### src/rtl/cdb_broadcaster_if.sv
`default_nettype none
// +----------------------------------------------------------------------------+
// | Module : cdb_broadcaster_if                                                |
// | Brief  : Result-port and Common Data Bus signal bundle for cdb_broadcaster |
// | Rev    : 1.0                                                               |
// +----------------------------------------------------------------------------+
interface cdb_broadcaster_if #(
  parameter int NUM_SRC = 3,
  parameter int LABEL_W = 4,
  parameter int DATA_W  = 32
);
  logic [NUM_SRC-1:0]         src_valid;
  logic [NUM_SRC*LABEL_W-1:0] src_label;
  logic [NUM_SRC*DATA_W-1:0]  src_data;
  logic [NUM_SRC-1:0]         src_full;
  logic                       BCEN;
  logic [LABEL_W-1:0]         BClabel;
  logic [DATA_W-1:0]          BCdata;
  logic                       err_drop;

  modport master (
    output src_valid, src_label, src_data,
    input  src_full, BCEN, BClabel, BCdata, err_drop
  );

  modport slave (
    input  src_valid, src_label, src_data,
    output src_full, BCEN, BClabel, BCdata, err_drop
  );
endinterface
`default_nettype wire

### src/rtl/cdb_broadcaster.sv
`default_nettype none
// +----------------------------------------------------------------------------+
// | Module : cdb_broadcaster                                                   |
// | Brief  : Per-unit result FIFOs with round-robin drive of the CDB broadcast |
// | Rev    : 1.0                                                               |
// +----------------------------------------------------------------------------+
module cdb_broadcaster #(
  parameter int NUM_SRC = 3,
  parameter int DEPTH   = 2,
  parameter int LABEL_W = 4,
  parameter int DATA_W  = 32
) (
  input wire              clk,
  input wire              nRST,
  cdb_broadcaster_if.slave bus
);

  localparam int PTR_W = (DEPTH > 1) ? $clog2(DEPTH) : 1;
  localparam int CNT_W = $clog2(DEPTH + 1);
  localparam int RR_W  = $clog2(NUM_SRC);

  logic [CNT_W-1:0]   cnt_q [NUM_SRC];
  logic [CNT_W-1:0]   cnt_d [NUM_SRC];
  logic [PTR_W-1:0]   wr_q  [NUM_SRC];
  logic [PTR_W-1:0]   wr_d  [NUM_SRC];
  logic [PTR_W-1:0]   rd_q  [NUM_SRC];
  logic [PTR_W-1:0]   rd_d  [NUM_SRC];
  logic [LABEL_W-1:0] lbl_q [NUM_SRC][DEPTH];
  logic [LABEL_W-1:0] lbl_d [NUM_SRC][DEPTH];
  logic [DATA_W-1:0]  dat_q [NUM_SRC][DEPTH];
  logic [DATA_W-1:0]  dat_d [NUM_SRC][DEPTH];

  logic [RR_W-1:0]    rr_q, rr_d;
  logic               bcen_q, bcen_d;
  logic [LABEL_W-1:0] bclabel_q, bclabel_d;
  logic [DATA_W-1:0]  bcdata_q, bcdata_d;
  logic               err_q, err_d;

  logic [NUM_SRC-1:0] full, push, drop, pop;
  logic               gnt_vld;
  logic [RR_W-1:0]    gnt;
  logic [RR_W:0]      scan;

  function automatic logic [PTR_W-1:0] ptr_inc(input logic [PTR_W-1:0] p);
    return (p == PTR_W'(DEPTH - 1)) ? '0 : p + PTR_W'(1);
  endfunction

  generate
    for (genvar i = 0; i < NUM_SRC; i++) begin : g_src
      logic [LABEL_W-1:0] lbl_in;
      assign lbl_in  = bus.src_label[i*LABEL_W +: LABEL_W];
      // full comes from the registered count only, so a same-edge pop never frees a slot
      assign full[i] = (cnt_q[i] == CNT_W'(DEPTH));
      assign push[i] = bus.src_valid[i] & ~full[i] & (lbl_in != '0);
      assign drop[i] = bus.src_valid[i] & (full[i] | (lbl_in == '0));
      assign pop[i]  = gnt_vld & (gnt == RR_W'(i));
    end
  endgenerate

  always_comb begin
    gnt_vld = 1'b0;
    gnt     = '0;
    scan    = '0;
    for (int k = 0; k < NUM_SRC; k++) begin
      scan = {1'b0, rr_q} + (RR_W+1)'(k);
      if (scan >= (RR_W+1)'(NUM_SRC)) scan = scan - (RR_W+1)'(NUM_SRC);
      if (!gnt_vld && (cnt_q[scan[RR_W-1:0]] != '0)) begin
        gnt_vld = 1'b1;
        gnt     = scan[RR_W-1:0];
      end
    end
  end

  always_comb begin
    cnt_d     = cnt_q;
    wr_d      = wr_q;
    rd_d      = rd_q;
    lbl_d     = lbl_q;
    dat_d     = dat_q;
    rr_d      = rr_q;
    bcen_d    = 1'b0;
    bclabel_d = '0;
    bcdata_d  = bcdata_q;
    err_d     = err_q;

    for (int i = 0; i < NUM_SRC; i++) begin
      if (push[i]) begin
        lbl_d[i][wr_q[i]] = bus.src_label[i*LABEL_W +: LABEL_W];
        dat_d[i][wr_q[i]] = bus.src_data[i*DATA_W +: DATA_W];
        wr_d[i]           = ptr_inc(wr_q[i]);
      end
      if (pop[i]) rd_d[i] = ptr_inc(rd_q[i]);
      if (drop[i]) err_d = 1'b1;
      cnt_d[i] = cnt_q[i] + CNT_W'(push[i]) - CNT_W'(pop[i]);
    end

    if (gnt_vld) begin
      bcen_d    = 1'b1;
      bclabel_d = lbl_q[gnt][rd_q[gnt]];
      bcdata_d  = dat_q[gnt][rd_q[gnt]];
      rr_d      = (gnt == RR_W'(NUM_SRC - 1)) ? '0 : gnt + RR_W'(1);
    end
  end

  always_ff @(posedge clk or negedge nRST) begin
    if (!nRST) begin
      for (int i = 0; i < NUM_SRC; i++) begin
        cnt_q[i] <= '0;
        wr_q[i]  <= '0;
        rd_q[i]  <= '0;
        for (int j = 0; j < DEPTH; j++) begin
          lbl_q[i][j] <= '0;
          dat_q[i][j] <= '0;
        end
      end
      rr_q      <= '0;
      bcen_q    <= 1'b0;
      bclabel_q <= '0;
      bcdata_q  <= '0;
      err_q     <= 1'b0;
    end else begin
      cnt_q     <= cnt_d;
      wr_q      <= wr_d;
      rd_q      <= rd_d;
      lbl_q     <= lbl_d;
      dat_q     <= dat_d;
      rr_q      <= rr_d;
      bcen_q    <= bcen_d;
      bclabel_q <= bclabel_d;
      bcdata_q  <= bcdata_d;
      err_q     <= err_d;
    end
  end

  assign bus.src_full = full;
  assign bus.BCEN     = bcen_q;
  assign bus.BClabel  = bclabel_q;
  assign bus.BCdata   = bcdata_q;
  assign bus.err_drop = err_q;

endmodule
`default_nettype wire

### src/flat_wrapper.sv
// flat-port wrapper written by rule: the top's interface ports become plain ports
module cdb_broadcaster_flat 
#(
  parameter int NUM_SRC = 3,
  parameter int DEPTH   = 2,
  parameter int LABEL_W = 4,
  parameter int DATA_W  = 32
)
  (clk, nRST, bus_src_valid, bus_src_label, bus_src_data, bus_src_full, bus_BCEN, bus_BClabel, bus_BCdata, bus_err_drop);
  cdb_broadcaster_if #(.NUM_SRC(NUM_SRC), .LABEL_W(LABEL_W), .DATA_W(DATA_W)) bus_i ();
  input wire clk;
  input wire nRST;
  input wire logic [$bits(bus_i.src_valid)-1:0] bus_src_valid;
  input wire logic [$bits(bus_i.src_label)-1:0] bus_src_label;
  input wire logic [$bits(bus_i.src_data)-1:0] bus_src_data;
  output wire logic [$bits(bus_i.src_full)-1:0] bus_src_full;
  output wire logic [$bits(bus_i.BCEN)-1:0] bus_BCEN;
  output wire logic [$bits(bus_i.BClabel)-1:0] bus_BClabel;
  output wire logic [$bits(bus_i.BCdata)-1:0] bus_BCdata;
  output wire logic [$bits(bus_i.err_drop)-1:0] bus_err_drop;
  assign bus_i.src_valid = bus_src_valid;
  assign bus_i.src_label = bus_src_label;
  assign bus_i.src_data = bus_src_data;
  assign bus_src_full = bus_i.src_full;
  assign bus_BCEN = bus_i.BCEN;
  assign bus_BClabel = bus_i.BClabel;
  assign bus_BCdata = bus_i.BCdata;
  assign bus_err_drop = bus_i.err_drop;
  cdb_broadcaster #(.NUM_SRC(NUM_SRC), .DEPTH(DEPTH), .LABEL_W(LABEL_W), .DATA_W(DATA_W)) u_core (.clk(clk), .nRST(nRST), .bus(bus_i));
endmodule
### config.mk
export PLATFORM = sky130hd
export DESIGN_NAME = cdb_broadcaster_flat
export DESIGN_NICKNAME = d
export VERILOG_FILES = /design/src/rtl/cdb_broadcaster_if.sv /design/src/rtl/cdb_broadcaster.sv /design/src/flat_wrapper.sv
export SDC_FILE = /design/constraint.sdc
export NUM_CORES = 1
export LEC_CHECK = 0
export ABC_AREA = 1
export CAP_MARGIN = 20
export CORE_MARGIN = 4
export CORE_UTILIZATION = 30
export DETAILED_ROUTE_END_ITERATION = 8
export GPL_TIMING_DRIVEN = 1
export HOLD_SLACK_MARGIN = 0.03
export PLACE_DENSITY = 0.49
export SLEW_MARGIN = 20
export SYNTH_ARGS = -nofsm -noshare
export SYNTH_HDL_FRONTEND = slang
export SYNTH_SLANG_ARGS = --single-unit
### constraint.sdc
create_clock -name clk -period 3.4 [get_ports clk]
set_input_delay 0.34 -clock clk [delete_from_list [all_inputs] [get_ports clk]]
set_output_delay 0.34 -clock clk [all_outputs]
set_load 0.01 [all_outputs]
==> reports/qor.txt, run 1 <==
clk_lat worst skew - 0.52 ns
Max Cap Viol - 0
total track usage - 0.176
sequential area share after synthesis - 0.525
mapped cell area - 0.0128 mm^2
wire length on met2 - 18.8 mm
status - finished clean
Peak VDD IR - 1.02 mV
DIE AREA - 0.0459 mm^2
IO Port Bufs - 153
fmax - 327 MHz
vias - 10722
Initial DRT Pass Iterations - 5
nets - 1823
max layer used - met4
CTS tree - done
WP data required - 3.85 ns
Clock Tree Root - clkbuf_16
R2R depth - 14
clock slew at reported path FFs - 0.06 ns
Clock Tree Buf Depth - 3
routability cong. - 0.793
placed insts - 2202
Min-Delay Path Class - input port to flip-flop
Reg2Reg Capture Point - u_core.cnt_q[3]
Fin. Hold Viols - 0
starting density of the core - 0.304
most frequent cells in the layout - nand2_1, dfrtp_1, o21ai_0
RSZ-0062 raised after global routing - false
routed length on met3 - 1.97 mm
Cell Pwr Density - 1270 mW/mm^2
H-tree depth - 2
final WL - 40.4 mm
Post-route DRC - 0
Leakage - 0.00778 uW
DRT antenna net count - 0
vias in the first global route - 10862
# clock sinks - 268
Synth Net Count - 1704
WP data arrival - 3.50 ns
clk_skew - 0.0322 ns
Startpoint Class - flip-flop
Syn Inst Count - 1581
CP Class - flip-flop to flip-flop
crit share post-route - 0.899
total CTS buffers - 34
DR iter-0 viols - 766
Slew Limit Fails - 0
Setup Viol. Count Final - 0
Hold Path Stages - 3
reg2reg start - u_core.rr_q[0]
Hold WS - 0.404 ns
HP Start - bus_src_data[54]
Met1 Wirelength - 18.9 mm
r2r setup slk - 0.34 ns
largest net degree at the start of global routing - 97
area delta synth->final - 24.2%
CP Capture Type - flip-flop
Avg Synthesized Cell Area - 8.08 um^2
Distinct cells, synth - 33
initial antenna violation count - 0
first-pass GRT wire length - 64.1 mm
HPWL Detailed - 25.3 mm
Synth Register Bits - 268
min cycle time layout - 3.06 ns
synth warn - 0
core region area - 0.0420 mm^2
FP Rows - 75
Ports - 154
n_diodes - 0
DIE WIDTH - 214 um
Via density - 4.74
most common cell after layout, fill and taps aside - nand2_1
end of the worst hold path - u_core.dat_q[86]
grt total ovfl - 0
Finished Layout Cells - 2260
setup_tns - 0 ns
Slew Limit Headroom - 0.467
post_cts resized - 0
die span in y - 214 um
Worst-Margin Slew - 0.800 ns
fraction of layout cells with a size suffix above 1 - 0.0674
critical path peak fanout - 81
DR WL/cell - 17.9 um
==> synthesized netlist by cell type (all sizes together) <==
cell type  instances  share of area
o21bai             1        0.00059
nand3            108          0.042
a21oi             46          0.021
dfrtp            268           0.52
nand3b             1        0.00059
o31ai              1        0.00059
clkbuf            55          0.016
buf               48          0.025
nand4              6         0.0041
a21boi            64          0.038
ha                10         0.0098
inv              135          0.040
or2                3         0.0015
nor3               1        0.00078
nand2            561           0.17
xnor2              3         0.0021
o21ai            229          0.090
nor2              36          0.013
xor2               5         0.0034
==> metal layers <==
layer	global-route usage	up-vias
li1	-	5271
met1	0.248	5141
met4	0.0383	0
met2	0.287	258
met5	0	-
met3	0.0281	52
==> worst max-delay path, stage by stage, from the launching register on <==
cell and delay, ns:
dfrtp_1 0.40, inv_1 0.08, ha_1 0.41, nor2_1 0.14, nor2_1 0.05, nor2_2 0.22, nor2_8 0.06, nand4_1 0.22
buf_12 0.42, a21oi_2 0.13, ha_1 0.29, inv_1 0.04, ha_1 0.20, xnor2_1 0.16, xor2_1 0.15
==> cell type report <==
cell class / instances / area [um^2]
repair buffers: 186 / 1870
multi-input cells: 1075 / 5060
well taps: 539 / 674
clock buffers: 50 / 992
inverters: 135 / 508
flip-flops and latches: 268 / 6710
clock inverters: 7 / 47.5
fillers: 4410 / 26200
==> power by group <==
| group | switching, uW | internal (uW) |
|---|---|---|
| clock | 1380 | 2020 |
| combinational | 7120 | 3920 |
| sequential | 869 | 4850 |
| total | 9360 | 10800 |
==> cells by family (layout without fill, tap and decap cells) <==
kind of cell	Yosys count	count (layout)	share of synthesized area
buffers and inverters	238	378	0.0809
DFF	268	268	0.525
and+or+nand+nor	716	716	0.229
adders and majority gates	10	10	0.00979
xor gates and xnor gates	8	8	0.00549
AOI/OAI and AO/OA	341	341	0.149
==> worst max path at each step <==
stage | start | to | slack [ns] | cells after the start
finish | u_core.rr_q[0] | u_core.cnt_q[3] | 0.34 | 14
CTS | u_core.rr_q[0] | u_core.cnt_q[3] | 0.34 | 14
detailed placement | u_core.rr_q[0] | u_core.cnt_q[3] | 0.35 | 14
floorplan | u_core.rr_q[0] | u_core.cnt_q[5] | 0.74 | 18
global route | u_core.rr_q[0] | u_core.cnt_q[3] | 0.11 | 14
global placement | u_core.rr_q[0] | u_core.cnt_q[3] | 0.37 | 14
==> metrics by stage <==
stage	worst slack, ns	util	total power, uW	area, um^2
detailed placement	0.346	0.352	16900	14800
floorplan	0.741	-	13500	12800
global route	0.111	0.377	22200	15900
finish	0.344	0.377	20100	15900
CTS	0.343	0.377	20400	15900
global placement	0.365	0.352	16700	14800
==> what timing repair did <==
item | in CTS | in global routing
endpoints found under the hold margin | 91 | 0
hold buffers | 1 | 0
buffers inserted | 0 | 0
==> sequential cells by signal, indices dropped and copies added, names as in the netlist <==
| signal | cells |
|---|---|
| u_core.dat_q | 192 |
| u_core.bus.BCdata | 32 |
| u_core.lbl_q | 24 |
| u_core.cnt_q | 6 |
| u_core.bus.BClabel | 4 |
| u_core.rd_q | 3 |
| u_core.wr_q | 3 |
| u_core.rr_q | 2 |
| u_core.bus.BCEN | 1 |
| u_core.bus.err_drop | 1 |
Power figures use the tool's default switching activity.
==> run 2, diff against run 1 <==
==> constraint.sdc (replaced) <==
create_clock -name clk -period 3.2 [get_ports clk]
set_input_delay 0.32 -clock clk [delete_from_list [all_inputs] [get_ports clk]]
set_output_delay 0.32 -clock clk [all_outputs]
set_load 0.01 [all_outputs]
==> run 2 against run 1 <==
Compared with the run above: fmax increased by 5.5%; design area rose by 0.12%; sequential share of layout area is 0.050 points lower; clock power rose by 8.0%; first-iteration DRC count shrank 1.0%; clock-buffer cell count fell by 7; highest routed layer unchanged; sequential power up 7.0%; die area is the same.
==> reports/qor.txt, run 2 (synthesis results as in run 1) <==
status - finished clean (unchanged)
max incr delay on CP - 0.41 ns (was 0.42 ns)
Clock Tree Root - clkbuf_16 (unchanged)
Peak VDD IR - 0.991 mV (was 1.02 mV)
n_diodes - 0 (unchanged)
fmax - 345 MHz (was 327 MHz)
Post-route DRC - 0 (unchanged)
CP Capture Type - flip-flop (unchanged)
Initial DRT Pass Iterations - 5 (unchanged)
Worst-Margin Slew - 0.679 ns (was 0.800 ns)
crit share post-route - 0.905 (was 0.899)
Top delay family on crit path - simple AND/OR/NAND/NOR gates (was adder cells)
Via density - 4.77 (was 4.74)
clock slew at reported path FFs - 0.06 ns (about the same)
Post-Place Worst Slack - 0.309 ns (was 0.346 ns)
Reg with most FFs - u_core.dat_q (unchanged)
GRT met1 Usage - 0.247 (was 0.248)
nets - 1823 (unchanged)
critical path peak fanout - 14 (was 81)
GR Util met3 - 0.0232 (was 0.0281)
initial antenna violation count - 0 (unchanged)
most frequent CP cell - nand2_1 (was ha_1)
first-pass GRT wire length - 63.6 mm (was 64.1 mm)
FP Rows - 75 (unchanged)
largest net degree at the start of global routing - 86 (was 97)
vias in the first global route - 10896 (was 10862)
Slew Limit Fails - 0 (unchanged)
Leakage - 0.00781 uW (was 0.00778 uW)
CTS tree - done (unchanged)
DIE AREA - 0.0459 mm^2 (unchanged)
critical path, cell by cell - inv_1 -> ha_1 -> nor2_1 -> nand2_1 -> nand2_1 -> nor2_2 -> nand2_1 -> nand2_1 -> nand2_4 -> nand2_1 -> nor3_2 -> ha_1 -> inv_1 -> ha_1 -> xnor2_1 -> xor2_1 (was inv_1 -> ha_1 -> nor2_1 -> nor2_1 -> nor2_2 -> nor2_8 -> nand4_1 -> buf_12 -> a21oi_2 -> ha_1 -> inv_1 -> ha_1 -> xnor2_1 -> xor2_1)
Clock Tree Buf Depth - 3 (unchanged)
H-tree depth - 1 (was 2)
Fin. Hold Viols - 0 (unchanged)
WP data arrival - 3.38 ns (was 3.50 ns)
Cell Pwr Density - 1350 mW/mm^2 (was 1270 mW/mm^2)
Max Cap Viol - 0 (unchanged)
max reg flops - 192 (unchanged)
min cycle time layout - 2.90 ns (was 3.06 ns)
most frequent cells in the layout - nand2_1, dfrtp_1, o21ai_0 (unchanged)
Slew Limit Headroom - 0.547 (was 0.467)
Ports - 154 (unchanged)
vias - 10787 (was 10722)
area delta synth->final - 24.3% (was 24.2%)
clk_lat worst skew - 0.58 ns (was 0.52 ns)
met2 Use GR - 0.280 (was 0.287)
HPWL Detailed - 25.9 mm (was 25.3 mm)
routability cong. - 0.789 (was 0.793)
most common cell after layout, fill and taps aside - nand2_1 (unchanged)
IO Port Bufs - 153 (unchanged)
final WL - 40.1 mm (was 40.4 mm)
DRT antenna net count - 0 (unchanged)
grt peak-use layer - met2 (unchanged)
grt total ovfl - 0 (unchanged)
Worst path slowest cell - ha_1 (was buf_12)
starting density of the core - 0.304 (unchanged)
total track usage - 0.171 (was 0.176)
fraction of layout cells with a size suffix above 1 - 0.0697 (was 0.0674)
total CTS buffers - 31 (was 34)
Min-Delay Path Class - input port to asynchronous set/reset pin (was input port to flip-flop)
CP Buf/Inv Count - 2 (was 3)
Startpoint Class - flip-flop (unchanged)
DR iter-0 viols - 758 (was 766)
CP Class - flip-flop to flip-flop (unchanged)
post-route setup slack - 0.303 ns (was 0.344 ns)
DR WL/cell - 17.7 um (was 17.9 um)
Post-CTS Setup Bufs - 0 (unchanged)
WP data required - 3.68 ns (was 3.85 ns)
setup_tns - 0 ns (unchanged)
# clock sinks - 268 (unchanged)
Setup Viol. Count Final - 0 (unchanged)
Hold WS - 0.266 ns (was 0.404 ns)
RSZ-0062 raised after global routing - false (unchanged)
DIE WIDTH - 214 um (unchanged)
die span in y - 214 um (unchanged)
clk_skew - 0.0273 ns (was 0.0322 ns)
core region area - 0.0420 mm^2 (unchanged)
## run 2: path summary, 6_finish.rpt
path | start | endpoint | slack [ns] | depth (start not counted)
max in group asynchronous | nRST | u_core.dat_q[43] | 1.93 | 4
max | u_core.rr_q[0] | u_core.cnt_q[5] | 0.30 | 16
max reg2reg | u_core.rr_q[0] | u_core.cnt_q[5] | 0.30 | 16
min | nRST | u_core.bus.BCdata[7] | 0.27 | 2
min reg2reg | u_core.rd_q[1] | u_core.rd_q[1] | 0.47 | 1
min in group clk | bus_src_data[41] | u_core.dat_q[73] | 0.31 | 3
## run 2: power breakdown
| part | internal [uW] | switching (uW) | leakage, uW |
|---|---|---|---|
| Sequential | 5150 | 972 | 0.00331 |
| Clock | 2220 | 1430 | 0.000521 |
| Combinational | 4200 | 7480 | 0.00397 |
| Total | 11600 | 9880 | 0.00781 |
## run 2: cell type report
type	count	area, um^2
fillers	4412	26200
flip-flops and latches	268	6710
multi-input cells	1075	5060
repair buffers	189	1890
clock buffers	43	881
well taps	539	674
inverters	135	508
clock inverters	12	164
## run 2: stage by stage
step                      cell area (um^2)   util  std cells  total power, uW
after floorplan                      12800      -       1581            14300
after global placement               14800  0.353       2205            17600
after detailed placement             14800  0.353       2205            17900
after CTS                            15900  0.378       2261            21700
after global routing                 15900  0.378       2261            23500
final                                15900  0.378       2261            21500
## run 2: routing by layer
metal | part of all wire | vias to the layer above
met4 | 0.013 | 0
met3 | 0.044 | 30
met5 | 0 | -
met1 | 0.48 | 5233
li1 | - | 5273
met2 | 0.46 | 251
## run 2: worst reg2reg max path, cell delays in order (launching register included)
cell and delay [ns]:
dfrtp_1 0.40, inv_1 0.08, ha_1 0.41, nor2_1 0.16, nand2_1 0.06, nand2_1 0.10, nor2_2 0.06, nand2_1 0.09
nand2_1 0.10, nand2_4 0.19, nand2_1 0.15, nor3_2 0.24, ha_1 0.27, inv_1 0.06, ha_1 0.16, xnor2_1 0.13
xor2_1 0.16
## run 2: what timing repair did
item                       CTS  global route
hold endpoints to repair    56             0
hold buffers                 1             0
gates resized for setup      0             1
setup endpoints to repair    0             6
==> run 3, diff against run 2 <==
--- a/config.mk
+++ b/config.mk
@@ -13,6 +13,7 @@
 export GPL_TIMING_DRIVEN = 1
 export HOLD_SLACK_MARGIN = 0.03
 export PLACE_DENSITY = 0.49
+export SETUP_SLACK_MARGIN = 0.05
 export SLEW_MARGIN = 20
 export SYNTH_ARGS = -nofsm -noshare
 export SYNTH_HDL_FRONTEND = slang
==> run 3 against run 2 <==
Compared with the run above: clock skew increased by 0.0031 ns; register-to-register slack barely moved; final cell count is the same; core utilization about the same; via count hardly changed; total power about the same; die area did not move; sequential power hardly changed; sequential share of layout area barely moved; sequential cell count unchanged; global-route usage stayed put.
==> reports/qor.txt, run 3 (synthesis results as in run 1) <==
WP data required - 3.68 ns (about the same)
critical path, cell by cell - inv_1 -> ha_1 -> nor2_1 -> nand2_1 -> nand2_1 -> nor2_2 -> nand2_1 -> nand2_1 -> nand2_4 -> nand2_1 -> nor3_2 -> ha_1 -> inv_1 -> ha_1 -> xnor2_1 -> xor2_1 (unchanged)
Clock Tree Buf Depth - 3 (unchanged)
CTS tree - done (unchanged)
routability cong. - 0.789 (unchanged)
DR iter-0 viols - 758 (unchanged)
fraction of layout cells with a size suffix above 1 - 0.0697 (unchanged)
Fin. Hold Viols - 0 (unchanged)
DR WL/cell - 17.7 um (about the same)
grt total ovfl - 0 (unchanged)
Worst-Margin Slew - 0.677 ns (was 0.679 ns)
Slew Limit Headroom - 0.549 (was 0.547)
status - finished clean (unchanged)
Min-Delay Path Class - input port to asynchronous set/reset pin (unchanged)
FP Rows - 75 (unchanged)
vias - 10785 (was 10787)
first-pass GRT wire length - 63.6 mm (unchanged)
Setup Viol. Count Final - 0 (unchanged)
Reg with most FFs - u_core.dat_q (unchanged)
RSZ-0062 raised after global routing - false (unchanged)
starting density of the core - 0.304 (unchanged)
Initial DRT Pass Iterations - 5 (unchanged)
Gate power share - 0.544 (about the same)
most common cell after layout, fill and taps aside - nand2_1 (unchanged)
Seq pwr share - 0.285 (about the same)
n_diodes - 0 (unchanged)
Filler Cells Inserted - 4411 (was 4412)
Via density - 4.77 (about the same)
total track usage - 0.171 (unchanged)
Ports - 154 (unchanged)
min cycle time layout - 2.90 ns (about the same)
Sw Ratio - 0.460 (was 0.461)
DIE WIDTH - 214 um (unchanged)
area delta synth->final - 24.4% (was 24.3%)
max reg flops - 192 (unchanged)
HPWL Detailed - 25.9 mm (unchanged)
nets - 1823 (unchanged)
Post-CTS Setup Bufs - 0 (unchanged)
clk_skew - 0.0304 ns (was 0.0273 ns)
Clock Power Share - 0.170 (about the same)
Clock Tree Root - clkbuf_16 (unchanged)
clk_lat worst skew - 0.58 ns (about the same)
critical path peak fanout - 14 (unchanged)
most frequent cells in the layout - nand2_1, dfrtp_1, o21ai_0 (unchanged)
most frequent CP cell - nand2_1 (unchanged)
Slew Limit Fails - 0 (unchanged)
die span in y - 214 um (unchanged)
Worst path slowest cell - ha_1 (unchanged)
crit share post-route - 0.907 (was 0.905)
IO Port Bufs - 153 (unchanged)
Max Cap Viol - 0 (unchanged)
Cell Pwr Density - 1350 mW/mm^2 (about the same)
WP data arrival - 3.38 ns (about the same)
DRT antenna net count - 0 (unchanged)
Peak VDD IR - 0.998 mV (was 0.991 mV)
fmax - 345 MHz (about the same)
Startpoint Class - flip-flop (unchanged)
initial antenna violation count - 0 (unchanged)
CP Class - flip-flop to flip-flop (unchanged)
clock slew at reported path FFs - 0.06 ns (about the same)
P_int - 11600 uW (about the same)
final WL - 40.1 mm (about the same)
H-tree depth - 1 (unchanged)
placed insts - 2205 (unchanged)
CP Capture Type - flip-flop (unchanged)
total CTS buffers - 31 (unchanged)
setup_tns - 0 ns (unchanged)
largest net degree at the start of global routing - 86 (unchanged)
core region area - 0.0420 mm^2 (unchanged)
# clock sinks - 268 (unchanged)
DIE AREA - 0.0459 mm^2 (unchanged)
max incr delay on CP - 0.41 ns (about the same)
Post-route DRC - 0 (unchanged)
P_sw - 9870 uW (was 9880 uW)
Final Util - 0.378 (about the same)
Finished Layout Cells - 2261 (unchanged)
Leakage - 0.00781 uW (about the same)
vias in the first global route - 10896 (unchanged)
==> run 3: routing by layer <==
metal / routed length (um) / up-vias / share of wire / global-route usage
met5: 0 / - / 0 / 0
met4: 520 / 0 / 0.013 / 0.0313
met3: 1760 / 32 / 0.044 / 0.0232
met2: 18400 / 247 / 0.46 / 0.280
met1: 19300 / 5232 / 0.48 / 0.247
li1: - / 5274 / - / -
==> run 3: cell type report <==
cell class                      instances  area, um^2  share of cell area
Clock buffer                           43         881              0.0554
Sequential cell                       268        6710               0.422
Timing Repair Buffer                  189        1890               0.119
Multi-Input combinational cell       1075        5060               0.319
Tap cell                              539         674              0.0424
Clock inverter                         12         164              0.0103
Inverter                              135         508              0.0320
==> run 3: final timing paths <==
kind	cells after the start	startpoint	endpoint	slack (ns)
setup / recovery	16	u_core.rr_q[0]	u_core.cnt_q[5]	0.30
hold / removal	2	nRST	u_core.bus.BCdata[7]	0.27
setup reg to reg	16	u_core.rr_q[0]	u_core.cnt_q[5]	0.30
hold reg to reg	1	u_core.rd_q[1]	u_core.rd_q[1]	0.47
max in group asynchronous	4	nRST	u_core.dat_q[43]	1.93
min in group clk	3	bus_src_data[41]	u_core.dat_q[73]	0.31
==> run 3: stage by stage <==
stage / hold slack, ns / setup WS (ns) / area, um^2 / power (uW)
global placement: 0.299 / 0.422 / 14800 / 17600
finish: 0.265 / 0.297 / 15900 / 21500
detailed placement: 0.302 / 0.309 / 14800 / 17900
global route: 0.311 / 0.0684 / 15900 / 23500
CTS: 0.278 / 0.274 / 15900 / 21700
floorplan: 0.0244 / 0.541 / 12800 / 14300
==> run 3: worst max-delay path, delay by kind of cell (launching register included) <==
kind          cells  cell delay (ns)
buf+inv           2             0.14
simple gates      9             1.15
flops             1             0.40
xor+xnor          2             0.30
fa+ha+maj         3             0.83
==> run 3: power groups by stage <==
| stage | Clock [uW] | Combinational, uW | Sequential (uW) |
|---|---|---|---|
| floorplan | 0 | 8400 | 5940 |
| global route | 3890 | 13300 | 6300 |
| global placement | 0 | 11500 | 6150 |
| detailed placement | 0 | 11800 | 6150 |
| finish | 3650 | 11700 | 6120 |
| CTS | 3750 | 11800 | 6120 |
==> run 3: timing repair <==
item / 4_1_cts / 5_1_grt
endpoints found under the hold margin: 56 / 0
gates resized for setup: 0 / 2
hold buffers: 1 / 0
endpoints found under the setup margin: 0 / 26
